$ cat src/rtl/board_mem_ctrl_pkg.sv
// Shared types for the game-board memory slice.
//   cell_t    : stored cell codes (EMPTY / P1 / P2)
//   op_t      : command opcodes
//   err_t     : response codes
//   state_t   : controller FSM states
//   swap_code : bit-swapped packing of a cell code onto game_board
package board_pkg;

    typedef enum logic [1:0] {
        EMPTY = 2'b00,
        P2    = 2'b10,
        P1    = 2'b11
    } cell_t;

    typedef enum logic [1:0] {
        OP_WRITE = 2'b00,
        OP_UNDO  = 2'b01,
        OP_CLEAR = 2'b10,
        OP_NOP   = 2'b11
    } op_t;

    typedef enum logic [1:0] {
        ERR_OK         = 2'b00,
        ERR_ILLEGAL    = 2'b01,
        ERR_OCCUPIED   = 2'b10,
        ERR_HIST_EMPTY = 2'b11
    } err_t;

    typedef enum logic [1:0] {
        S_IDLE = 2'b00,
        S_CLR  = 2'b01,
        S_RSP  = 2'b10
    } state_t;

    // Display side expects code[1] in the low bit of each cell slot.
    function automatic logic [1:0] swap_code(input logic [1:0] c);
        return {c[0], c[1]};
    endfunction

endpackage

$ cat src/rtl/board_mem_ctrl_if.sv
// Command / response / board-state bundle for board_mem_ctrl.
//   master : move-input side (drives cmd_*, observes everything else)
//   slave  : board_mem_ctrl itself
interface board_mem_ctrl_if
    import board_pkg::*;
#(
    parameter int N      = 3,
    parameter int ADDR_W = $clog2(N*N) + 1,
    parameter int CNT_W  = $clog2(N*N + 1)
);
    logic                cmd_valid;
    logic                cmd_ready;
    op_t                 cmd_op;
    logic [ADDR_W-1:0]   cmd_addr;
    logic [1:0]          cmd_state;
    logic                rsp_valid;
    err_t                rsp_err;
    logic [2*N*N-1:0]    game_board;
    logic [CNT_W-1:0]    move_count;
    logic                board_full;
    logic [ADDR_W-1:0]   last_addr;

    modport master (
        output cmd_valid, cmd_op, cmd_addr, cmd_state,
        input  cmd_ready, rsp_valid, rsp_err, game_board, move_count, board_full, last_addr
    );

    modport slave (
        input  cmd_valid, cmd_op, cmd_addr, cmd_state,
        output cmd_ready, rsp_valid, rsp_err, game_board, move_count, board_full, last_addr
    );
endinterface

$ cat src/rtl/board_hist_stack.sv
// Move-history LIFO.
//   ph1, reset_n : clock / async active-low reset
//   push_i       : push din_i
//   pop_i        : drop top entry (ignored when empty)
//   clr_i        : empty the stack (wins over push/pop)
//   top_o        : current top entry ('0 when empty)
//   empty_o      : no entries held
module board_hist_stack #(
    parameter int DEPTH = 9,
    parameter int W     = 4
) (
    input  logic         ph1,
    input  logic         reset_n,
    input  logic         push_i,
    input  logic         pop_i,
    input  logic         clr_i,
    input  logic [W-1:0] din_i,
    output logic [W-1:0] top_o,
    output logic         empty_o
);
    localparam int SP_W = $clog2(DEPTH + 1);

    logic [SP_W-1:0] sp_q, sp_d;
    logic [W-1:0]    mem_q [DEPTH];

    assign empty_o = (sp_q == '0);

    always_comb begin
        sp_d = sp_q;
        if (clr_i)
            sp_d = '0;
        else if (push_i)
            sp_d = sp_q + 1'b1;
        else if (pop_i && !empty_o)
            sp_d = sp_q - 1'b1;
    end

    always_ff @(posedge ph1 or negedge reset_n) begin
        if (!reset_n)
            sp_q <= '0;
        else
            sp_q <= sp_d;
    end

    // Storage needs no reset: only entries below sp_q are ever read.
    always_ff @(posedge ph1) begin
        for (int unsigned k = 0; k < DEPTH; k++) begin
            if (push_i && !clr_i && SP_W'(k) == sp_q)
                mem_q[k] <= din_i;
        end
    end

    always_comb begin
        top_o = '0;
        for (int unsigned k = 0; k < DEPTH; k++) begin
            if (SP_W'(k + 1) == sp_q)
                top_o = mem_q[k];
        end
    end
endmodule

$ cat src/rtl/board_mem_ctrl.sv
// NxN game-board memory with command handshake, move counter, undo history
// and a one-cell-per-cycle sequenced clear.
//   ph1     : clock, rising edge
//   reset_n : asynchronous active-low reset
//   bus     : board_mem_ctrl_if.slave (cmd_* in; cmd_ready, rsp_*, game_board,
//             move_count, board_full, last_addr out)
module board_mem_ctrl
    import board_pkg::*;
#(
    parameter int N      = 3,
    parameter int ADDR_W = $clog2(N*N) + 1,
    parameter int CNT_W  = $clog2(N*N + 1)
) (
    input  logic             ph1,
    input  logic             reset_n,
    board_mem_ctrl_if.slave  bus
);
    localparam int CELLS = N * N;

    state_t            state_q, state_d;
    logic [ADDR_W-1:0] ci_q, ci_d;
    logic [CNT_W-1:0]  cnt_q, cnt_d;
    err_t              err_q, err_d;

    logic              do_write, do_undo, do_clr;
    logic              addr_ok, cur_occ;
    logic [CELLS-1:0]  occ;
    logic [ADDR_W-1:0] hist_top;
    logic              hist_empty;

    assign addr_ok = (bus.cmd_addr < ADDR_W'(CELLS));

    always_comb begin
        cur_occ = 1'b0;
        for (int unsigned i = 0; i < CELLS; i++) begin
            if (ADDR_W'(i) == bus.cmd_addr && occ[i])
                cur_occ = 1'b1;
        end
    end

    // Next-state and command decode; state changes only on an accepted command in IDLE.
    always_comb begin
        state_d  = state_q;
        err_d    = err_q;
        ci_d     = ci_q;
        cnt_d    = cnt_q;
        do_write = 1'b0;
        do_undo  = 1'b0;
        do_clr   = 1'b0;
        case (state_q)
            S_IDLE: begin
                if (bus.cmd_valid) begin
                    case (bus.cmd_op)
                        OP_WRITE: begin
                            state_d = S_RSP;
                            if (!addr_ok || !bus.cmd_state[1])
                                err_d = ERR_ILLEGAL;
                            else if (cur_occ)
                                err_d = ERR_OCCUPIED;
                            else begin
                                err_d    = ERR_OK;
                                do_write = 1'b1;
                                cnt_d    = cnt_q + 1'b1;
                            end
                        end
                        OP_UNDO: begin
                            state_d = S_RSP;
                            if (hist_empty)
                                err_d = ERR_HIST_EMPTY;
                            else begin
                                err_d   = ERR_OK;
                                do_undo = 1'b1;
                                cnt_d   = cnt_q - 1'b1;
                            end
                        end
                        OP_CLEAR: begin
                            state_d = S_CLR;
                            err_d   = ERR_OK;
                            do_clr  = 1'b1;
                            ci_d    = '0;
                            cnt_d   = '0;
                        end
                        default: begin
                            state_d = S_RSP;
                            err_d   = ERR_OK;
                        end
                    endcase
                end
            end
            S_CLR: begin
                ci_d = ci_q + 1'b1;
                if (ci_q == ADDR_W'(CELLS - 1))
                    state_d = S_RSP;
            end
            S_RSP:   state_d = S_IDLE;
            default: state_d = S_IDLE;
        endcase
    end

    always_ff @(posedge ph1 or negedge reset_n) begin
        if (!reset_n) begin
            state_q <= S_IDLE;
            ci_q    <= '0;
            cnt_q   <= '0;
            err_q   <= ERR_OK;
        end else begin
            state_q <= state_d;
            ci_q    <= ci_d;
            cnt_q   <= cnt_d;
            err_q   <= err_d;
        end
    end

    board_hist_stack #(
        .DEPTH (CELLS),
        .W     (ADDR_W)
    ) u_hist (
        .ph1     (ph1),
        .reset_n (reset_n),
        .push_i  (do_write),
        .pop_i   (do_undo),
        .clr_i   (do_clr),
        .din_i   (bus.cmd_addr),
        .top_o   (hist_top),
        .empty_o (hist_empty)
    );

    for (genvar g = 0; g < CELLS; g++) begin : g_cell
        logic [1:0] cell_q;

        // Undo clears the cell named by the history top before it is popped.
        always_ff @(posedge ph1 or negedge reset_n) begin
            if (!reset_n)
                cell_q <= EMPTY;
            else if (do_write && bus.cmd_addr == ADDR_W'(g))
                cell_q <= bus.cmd_state;
            else if (do_undo && hist_top == ADDR_W'(g))
                cell_q <= EMPTY;
            else if (state_q == S_CLR && ci_q == ADDR_W'(g))
                cell_q <= EMPTY;
        end

        assign occ[g]                = (cell_q != EMPTY);
        assign bus.game_board[2*g +: 2] = swap_code(cell_q);
    end

    assign bus.cmd_ready  = (state_q == S_IDLE);
    assign bus.rsp_valid  = (state_q == S_RSP);
    assign bus.rsp_err    = err_q;
    assign bus.move_count = cnt_q;
    assign bus.board_full = (cnt_q == CNT_W'(CELLS));
    assign bus.last_addr  = hist_empty ? '0 : hist_top;
endmodule

$ cat src/flat_wrapper.sv
// flat-port wrapper written by rule: the top's interface ports become plain ports
module board_mem_ctrl_flat import board_pkg::*;
#(
    parameter int N      = 3,
    parameter int ADDR_W = $clog2(N*N) + 1,
    parameter int CNT_W  = $clog2(N*N + 1)
)
  (ph1, reset_n, bus_cmd_valid, bus_cmd_op, bus_cmd_addr, bus_cmd_state, bus_cmd_ready, bus_rsp_valid, bus_rsp_err, bus_game_board, bus_move_count, bus_board_full, bus_last_addr);
  board_mem_ctrl_if #(.N(N), .ADDR_W(ADDR_W), .CNT_W(CNT_W)) bus_i ();
  input  logic ph1;
  input  logic reset_n;
  input wire logic [$bits(bus_i.cmd_valid)-1:0] bus_cmd_valid;
  input wire logic [$bits(bus_i.cmd_op)-1:0] bus_cmd_op;
  input wire logic [$bits(bus_i.cmd_addr)-1:0] bus_cmd_addr;
  input wire logic [$bits(bus_i.cmd_state)-1:0] bus_cmd_state;
  output wire logic [$bits(bus_i.cmd_ready)-1:0] bus_cmd_ready;
  output wire logic [$bits(bus_i.rsp_valid)-1:0] bus_rsp_valid;
  output wire logic [$bits(bus_i.rsp_err)-1:0] bus_rsp_err;
  output wire logic [$bits(bus_i.game_board)-1:0] bus_game_board;
  output wire logic [$bits(bus_i.move_count)-1:0] bus_move_count;
  output wire logic [$bits(bus_i.board_full)-1:0] bus_board_full;
  output wire logic [$bits(bus_i.last_addr)-1:0] bus_last_addr;
  assign bus_i.cmd_valid = bus_cmd_valid;
  assign bus_i.cmd_op = bus_cmd_op;
  assign bus_i.cmd_addr = bus_cmd_addr;
  assign bus_i.cmd_state = bus_cmd_state;
  assign bus_cmd_ready = bus_i.cmd_ready;
  assign bus_rsp_valid = bus_i.rsp_valid;
  assign bus_rsp_err = bus_i.rsp_err;
  assign bus_game_board = bus_i.game_board;
  assign bus_move_count = bus_i.move_count;
  assign bus_board_full = bus_i.board_full;
  assign bus_last_addr = bus_i.last_addr;
  board_mem_ctrl #(.N(N), .ADDR_W(ADDR_W), .CNT_W(CNT_W)) u_core (.ph1(ph1), .reset_n(reset_n), .bus(bus_i));
endmodule
$ cat config.mk
export PLATFORM = sky130hd
export DESIGN_NAME = board_mem_ctrl_flat
export DESIGN_NICKNAME = d
export VERILOG_FILES = /design/src/rtl/board_mem_ctrl_pkg.sv /design/src/rtl/board_mem_ctrl_if.sv /design/src/rtl/board_hist_stack.sv /design/src/rtl/board_mem_ctrl.sv /design/src/flat_wrapper.sv
export SDC_FILE = /design/constraint.sdc
export NUM_CORES = 1
export LEC_CHECK = 0
export CAP_MARGIN = 20
export CORE_MARGIN = 4
export CORE_UTILIZATION = 25
export DETAILED_ROUTE_END_ITERATION = 6
export PLACE_DENSITY_LB_ADDON = 0.12
export SETUP_SLACK_MARGIN = 0.1
export SLEW_MARGIN = 0
export SYNTH_ARGS = -nofsm -noshare
export SYNTH_HDL_FRONTEND = slang
export SYNTH_SLANG_ARGS = --single-unit
export TNS_END_PERCENT = 5
$ cat constraint.sdc
create_clock -name ph1 -period 2.2 [get_ports ph1]
set_input_delay 0.44 -clock ph1 [delete_from_list [all_inputs] [get_ports ph1]]
set_output_delay 0.44 -clock ph1 [all_outputs]
set_load 0.05 [all_outputs]
==> results of run 1 <==
[what timing repair did]
item | 4_1_cts | 5_1_grt
setup endpoints to repair | 81 | 79
gates resized for setup | 79 | 43
pin swaps | 25 | 21
setup buffers | 8 | 2
[sequential cells by signal, indices dropped and copies added (netlist names)]
signal and cells:
u_core.u_hist.mem_q 45, u_core.g_cell.cell_q 18, u_core.ci_q 5, u_core.bus.move_count 4, u_core.u_hist.sp_q 4, u_core.bus.rsp_err 2
u_core.state_q 2
[cells by family after synthesis]
logic type / Yosys count / share of synthesized area (%)
compound gates: 100 / 17.1
simple gates: 165 / 21.2
xor+xnor: 4 / 0.849
fa+ha+maj: 11 / 3.52
flops: 80 / 54.0
mux: 1 / 0.273
buf+inv: 31 / 3.12
[worst reg2reg max path: cells and delay by family, from the launching register on]
family,cells,cell delay [ns]
adders and majority gates,1,0.19
buffers and inverters,5,0.68
DFF,1,0.48
AOI/OAI and AO/OA,6,1.18
[cell type report]
cell class | instances | area [um2]
Timing Repair Buffer | 163 | 1440
Tap cell | 216 | 270
Sequential cell | 80 | 2230
Inverter | 16 | 62.6
Clock buffer | 9 | 225
Fill cell | 1604 | 9390
Multi-Input combinational cell | 281 | 2280
Clock inverter | 7 | 105
[through the flow]
| stage | instances | power [uW] | worst slack, ns | setup TNS (ns) | hold slack (ns) |
|---|---|---|---|---|---|
| 3_5_place_dp | 746 | 6740 | -0.761 | -49.96 | 0.479 |
| 3_3_place_gp | 746 | 6740 | -0.700 | -45.90 | 0.473 |
| 4_1_cts | 770 | 8970 | -0.640 | -9.40 | 0.107 |
| 2_1_floorplan | 392 | 4580 | -0.179 | -9.78 | 0.144 |
| 6_report | 772 | 9210 | -0.622 | -8.66 | 0.103 |
| 5_1_grt | 772 | 9700 | -0.709 | -11.13 | 0.134 |
[cell usage in the layout (no fill, tap or decap), types with 10 or more instances in the layout]
cell,synthesis,routed
nand3_1,10,10
o22ai_1,11,10
buf_6,1,11
a21oi_1,20,14
buf_4,0,109
inv_1,16,14
clkdlybuf4s50_1,0,21
nand2b_1,10,10
edfxtp_1,45,45
nand2_1,46,42
nand3b_1,10,10
dfrtp_1,35,33
nor2_1,21,18
[worst max path at each step]
| stage | startpoint | endpoint | slack (ns) |
|---|---|---|---|
| after global placement | bus_cmd_addr[4] | u_core.bus.move_count[3]$_DFFE_PN0P_ | -0.70 |
| after floorplan | u_core.u_hist.sp_q[0]$_DFFE_PN0P_ | bus_last_addr[1] | -0.18 |
| after detailed placement | bus_cmd_addr[4] | u_core.u_hist.mem_q[0][27]$_DFFE_PP_ | -0.76 |
| after global routing | u_core.u_hist.sp_q[0]$_DFFE_PN0P_ | bus_last_addr[1] | -0.71 |
| final | u_core.u_hist.sp_q[0]$_DFFE_PN0P_ | bus_last_addr[1] | -0.62 |
| after CTS | u_core.u_hist.sp_q[1]$_DFFE_PN0P_ | bus_last_addr[1] | -0.64 |
[metal layers]
layer	up-vias	GRT usage (%)	routed length, um
met1	1885	20.6	6670
met4	0	5.26	272
met3	18	2.59	426
li1	1815	-	-
met5	-	0	0
met2	90	26.8	7010
[report_power, final]
part | switching (uW) | total [uW] | internal, uW | leakage [uW]
Clock | 646 | 1650 | 1010 | 0.000158
Sequential | 272 | 2080 | 1810 | 0.000849
Combinational | 3060 | 5470 | 2410 | 0.00166
==> metrics.csv, run 1 <==
metric;value;unit
cp_data_required_time;1.76;ns
r2r_setup_slack;-0.46;ns
first_pass_iters;4;
cts_tree;built;
wl;14.4;mm
violations;setup timing;
coreArea;0.0160;mm2
max-cap-violations;0;
cp_max_fo;8;
cts_buffers;9;
pin_count;44;
reg2reg_depth;12;
worst_pin_slew;0.613;ns
crit_cells;9;
critical_path_class;reg2out;
drc;0;
hold_violations;0;
finalSetupViolCount;24;
fin_area;0.00661;mm2
grt.total_usage;15.8;%
max-slew-margin-rel;59.1;%
ir_drop;612;uV
power_leakage;0.00266;uW
crit_slowest_cell;dfrtp_2;
async_flop_share;43.8;%
rows;46;
grt_setup_unrepaired;yes;
diodes;0;
fin_skew;0.00624;ns
first_iter_violations;210;
synth.most_common_cell;nand2_1;
clock_path_buffers;2;
synthTopCellsByArea;edfxtp_1 (33%), dfrtp_1 (21%), nand2_1 (4.2%), ha_1 (3.0%), a21oi_1 (2.4%);
antenna_found_initial;0;
die_x;136;um
fin_crit_sh;128;%
clk_pin_slew;0.06;ns
ys_seq_area_share;54.0;%
io_buffers;43;
initial_core_util;25.8;%
fmax;0.354;GHz
ctsRootBufferMaster;clkbuf_16;
cp-start-kind;flop;
min_period;2.82;ns
clock_latency;0.35;ns
die_h;136;um
h-tree-depth;3;
synth_nets;415;
clock_sinks;80;
synth_cells;392;
reg2reg_from;u_core.u_hist.sp_q[0]$_DFFE_PN0P_;
gp_congestion;0.916;
wl_per_cell;18.6;um
synth_edf_count;45;
end_kind;output port;
setup_slack;-0.622;ns
path_buf_inv;3;
area_growth_syn_to_layout;60.2;%
final_core_util;41.3;%
synth_common_cells;nand2_1 (46), edfxtp_1 (45), dfrtp_1 (35);
postCtsHoldBufs;0;
vias_per_cell;4.93;
drive_above_1_share;40.5;%
worstPathArrival;2.38;ns
r2r-end;u_core.g_cell[3].cell_q[1]$_DFFE_PN0P_;
grt_pass1_wl;22.2;mm
status;complete, but fails checks;
grt-ovfl-total;0;
syn_avg_cell_area;10.5;um2
syn_area;0.00413;mm2
crit_chain;inv_4 -> ha_4 -> buf_8 -> a21oi_4 -> a221oi_4 -> a211oi_2 -> a221o_1 -> nor2_4 -> buf_12;
grt_pass1_vias;3929;
ant_nets;0;
synth_top_cell_area_share;32.8;%
power.density;1390;mW/mm2
path_delay_family;compound AO/OA/AOI/OAI gates;
grt_start_max_net_pins;26;
floorplan.die_area;0.0186;mm2
synth_seq_cells;80;
finalNetCount;574;
vias;3808;
slowest_delay;0.48;ns
ys_warn_count;0;
synth_ff_type;edfxtp_1;
yosys.area.top_type;edfxtp_1;
drv_slew;0;
placed_area;0.00572;mm2
synth_cell_types;64;
holdCritPathClass;in2async;
dpl.hpwl;10.9;mm
Note: power is estimated with default switching activity, not from simulation.
==> run 2: changes to the inputs <==
CORE_MARGIN = 2   (was 4)
REMOVE_ABC_BUFFERS = 1   (was not set)
==> run 2 against run 1 <==
Net effect: the run still ends with setup timing left; via count down 1.8%; sequential share of layout area is 1.4 points higher; cell count shrank 1.0%; hold slack improved by 0.085 ns; wire length decreased by 2.4%; non-clock buffer count down 8; worst setup slack gained 0.044 ns; largest power group unchanged; highest routed layer unchanged.
==> metrics.csv, run 2 (synthesis results as in run 1) <==
metric;value;unit;change
placed_area;0.00558;mm2;-2.5%
clock_path_buffers;2;;unchanged
power.density;1370;mW/mm2;-1.7%
fmax;0.360;GHz;+1.6%
grt_setup_unrepaired;yes;;
status;complete, but fails checks;;
ant_nets;0;;unchanged
crit_chain;inv_4 -> ha_4 -> buf_2 -> buf_4 -> nand3b_1 -> a221oi_2 -> buf_4 -> a211o_1 -> nand2_2 -> nor2_2 -> buf_12;;
antenna_found_initial;0;;unchanged
finalNetCount;566;;-1.4%
clock_sinks;80;;unchanged
hold_violations;0;;unchanged
reg2reg_from;u_core.u_hist.sp_q[0]$_DFFE_PN0P_;;
area_growth_syn_to_layout;54.0;%;
worst_pin_slew;0.978;ns;+0.365 ns
r2r_setup_slack;-0.44;ns;+0.02 ns
crit_slowest_cell;dfrtp_2;;
stdcell_count;764;;-1.0%
cp-start-kind;flop;;
cp_data_required_time;1.76;ns;about the same
regMostFlops;u_core.u_hist.mem_q;;
max-cap-violations;0;;unchanged
power_leakage;0.00255;uW;-4.4%
cts_tree;built;;
max-slew-margin-rel;34.8;%;-24 points
cts_buffers;9;;unchanged
grt_pass1_wl;22.0;mm;-0.53%
critical_path_class;reg2out;;
pin_count;44;;unchanged
vias_per_cell;4.90;;-0.73%
first_pass_iters;4;;unchanged
finalSetupViolCount;24;;unchanged
hold_slack;0.188;ns;+0.0847 ns
end_kind;output port;;
fin_skew;0.0107;ns;+0.00447 ns
coreArea;0.0160;mm2;unchanged
dpl.hpwl;10.4;mm;-4.5%
diodes;0;;unchanged
cpMostUsedCell;buf_4;;
worstPathArrival;2.34;ns;-0.04 ns
mostFrequentLayoutCell;buf_4;;
violations;setup timing;;
grt.total_usage;16.5;%;+0.70 points
path_buf_inv;5;;+2
drv_slew;0;;unchanged
die_x;132;um;-2.9%
nFillCells;1658;;+3.4%
ir_drop;733;uV;+20%
drc;0;;unchanged
clk_pin_slew;0.06;ns;about the same
cp_max_fo;4;;-4
rows;46;;unchanged
r2r-end;u_core.g_cell[4].cell_q[1]$_DFFE_PN0P_;;
setup_slack;-0.577;ns;+0.0444 ns
drive_above_1_share;37.0;%;-3.4 points
die_h;132;um;-2.9%
initial_core_util;25.8;%;unchanged
reg2reg_depth;13;;+1
clock_latency;0.34;ns;about the same
floorplan.die_area;0.0175;mm2;-5.8%
min_period;2.78;ns;-0.0444 ns
slowest_delay;0.46;ns;-0.02 ns
grt-ovfl-total;0;;unchanged
place_inst;737;;-1.2%
holdCritPathClass;in2async;;
reg_top3;u_core.u_hist.mem_q (45), u_core.g_cell.cell_q (18), u_core.ci_q (5);;
h-tree-depth;3;;unchanged
grt_pass1_vias;3855;;-1.9%
first_iter_violations;212;;+0.95%
ctsRootBufferMaster;clkbuf_16;;
largest_reg_flops;45;;unchanged
path_delay_family;buffers and inverters;;
wl_per_cell;18.4;um;-1.4%
fin_crit_sh;126;%;-2.0 points
vias;3741;;-1.8%
io_buffers;43;;unchanged
grt_start_max_net_pins;36;;+38%
fin_area;0.00635;mm2;-3.9%
wl;14.0;mm;-2.4%
final_cell_mix;buf_4 (98), nand2_1 (45), edfxtp_1 (45);;
gp_congestion;0.816;;-11%
## run 2: changes by cell type in the layout (fill, tap and decap cells not counted), moves of 4 or more
cell             previous run  this run
buf_4                     109        98
nor2_4                      4         0
clkdlybuf4s50_1            21        25
nor2_2                      0         4
## run 2: layout make-up
cell class              instances  area [um2]  share of cell area (%)
repair buffers                155        1390                    21.9
clock inverters                 4        23.8                   0.374
inverters                      16        65.1                    1.02
multi-input cells             281        2130                    33.6
flip-flops and latches         80        2230                    35.1
clock buffers                  12         236                    3.72
well taps                     216         270                    4.26
## run 2: worst max path at each step
stage | slack, ns | cells after the start | from | endpoint
floorplan | -0.86 | 6 | u_core.u_hist.sp_q[1]$_DFFE_PN0P_ | bus_last_addr[4]
global placement | -0.64 | 9 | bus_cmd_addr[1] | u_core.g_cell[3].cell_q[0]$_DFFE_PN0P_
detailed placement | -0.71 | 8 | bus_cmd_addr[1] | u_core.u_hist.mem_q[0][38]$_DFFE_PP_
CTS | -0.66 | 11 | u_core.u_hist.sp_q[1]$_DFFE_PN0P_ | bus_last_addr[3]
global route | -0.67 | 11 | u_core.u_hist.sp_q[1]$_DFFE_PN0P_ | bus_last_addr[3]
finish | -0.58 | 11 | u_core.u_hist.sp_q[1]$_DFFE_PN0P_ | bus_last_addr[3]
## run 2: per-stage QoR
| step | utilization, % | TNS, ns | setup WS, ns | power [uW] |
|---|---|---|---|---|
| floorplan | - | -36.62 | -0.855 | 4310 |
| global placement | 34.9 | -42.52 | -0.643 | 6610 |
| detailed placement | 34.9 | -45.42 | -0.715 | 6580 |
| CTS | 38.7 | -12.77 | -0.658 | 8520 |
| global route | 39.7 | -13.27 | -0.675 | 9180 |
| finish | 39.7 | -9.55 | -0.577 | 8690 |
## run 2: per-layer routing
layer  track usage (%)  vias up  routed length [um]
li1                  -     1792                   -
met1              22.9     1864                6660
met2              25.7       75                6620
met3              4.02       10                 628
met4              4.78        0                 129
met5                 0        -                   0
## run 2: power breakdown
group	leakage, uW	internal (uW)	switching (uW)
combinational	0.00157	2360	2930
clock	0.000127	762	598
sequential	0.000849	1810	240
## run 2: repair_timing
action                                  CTS  global route
hold buffers                              0             0
pin swaps                                13            17
resized for setup                        76            39
endpoints found under the setup margin   79            79
cloned                                    1             0
setup buffers                            10             1
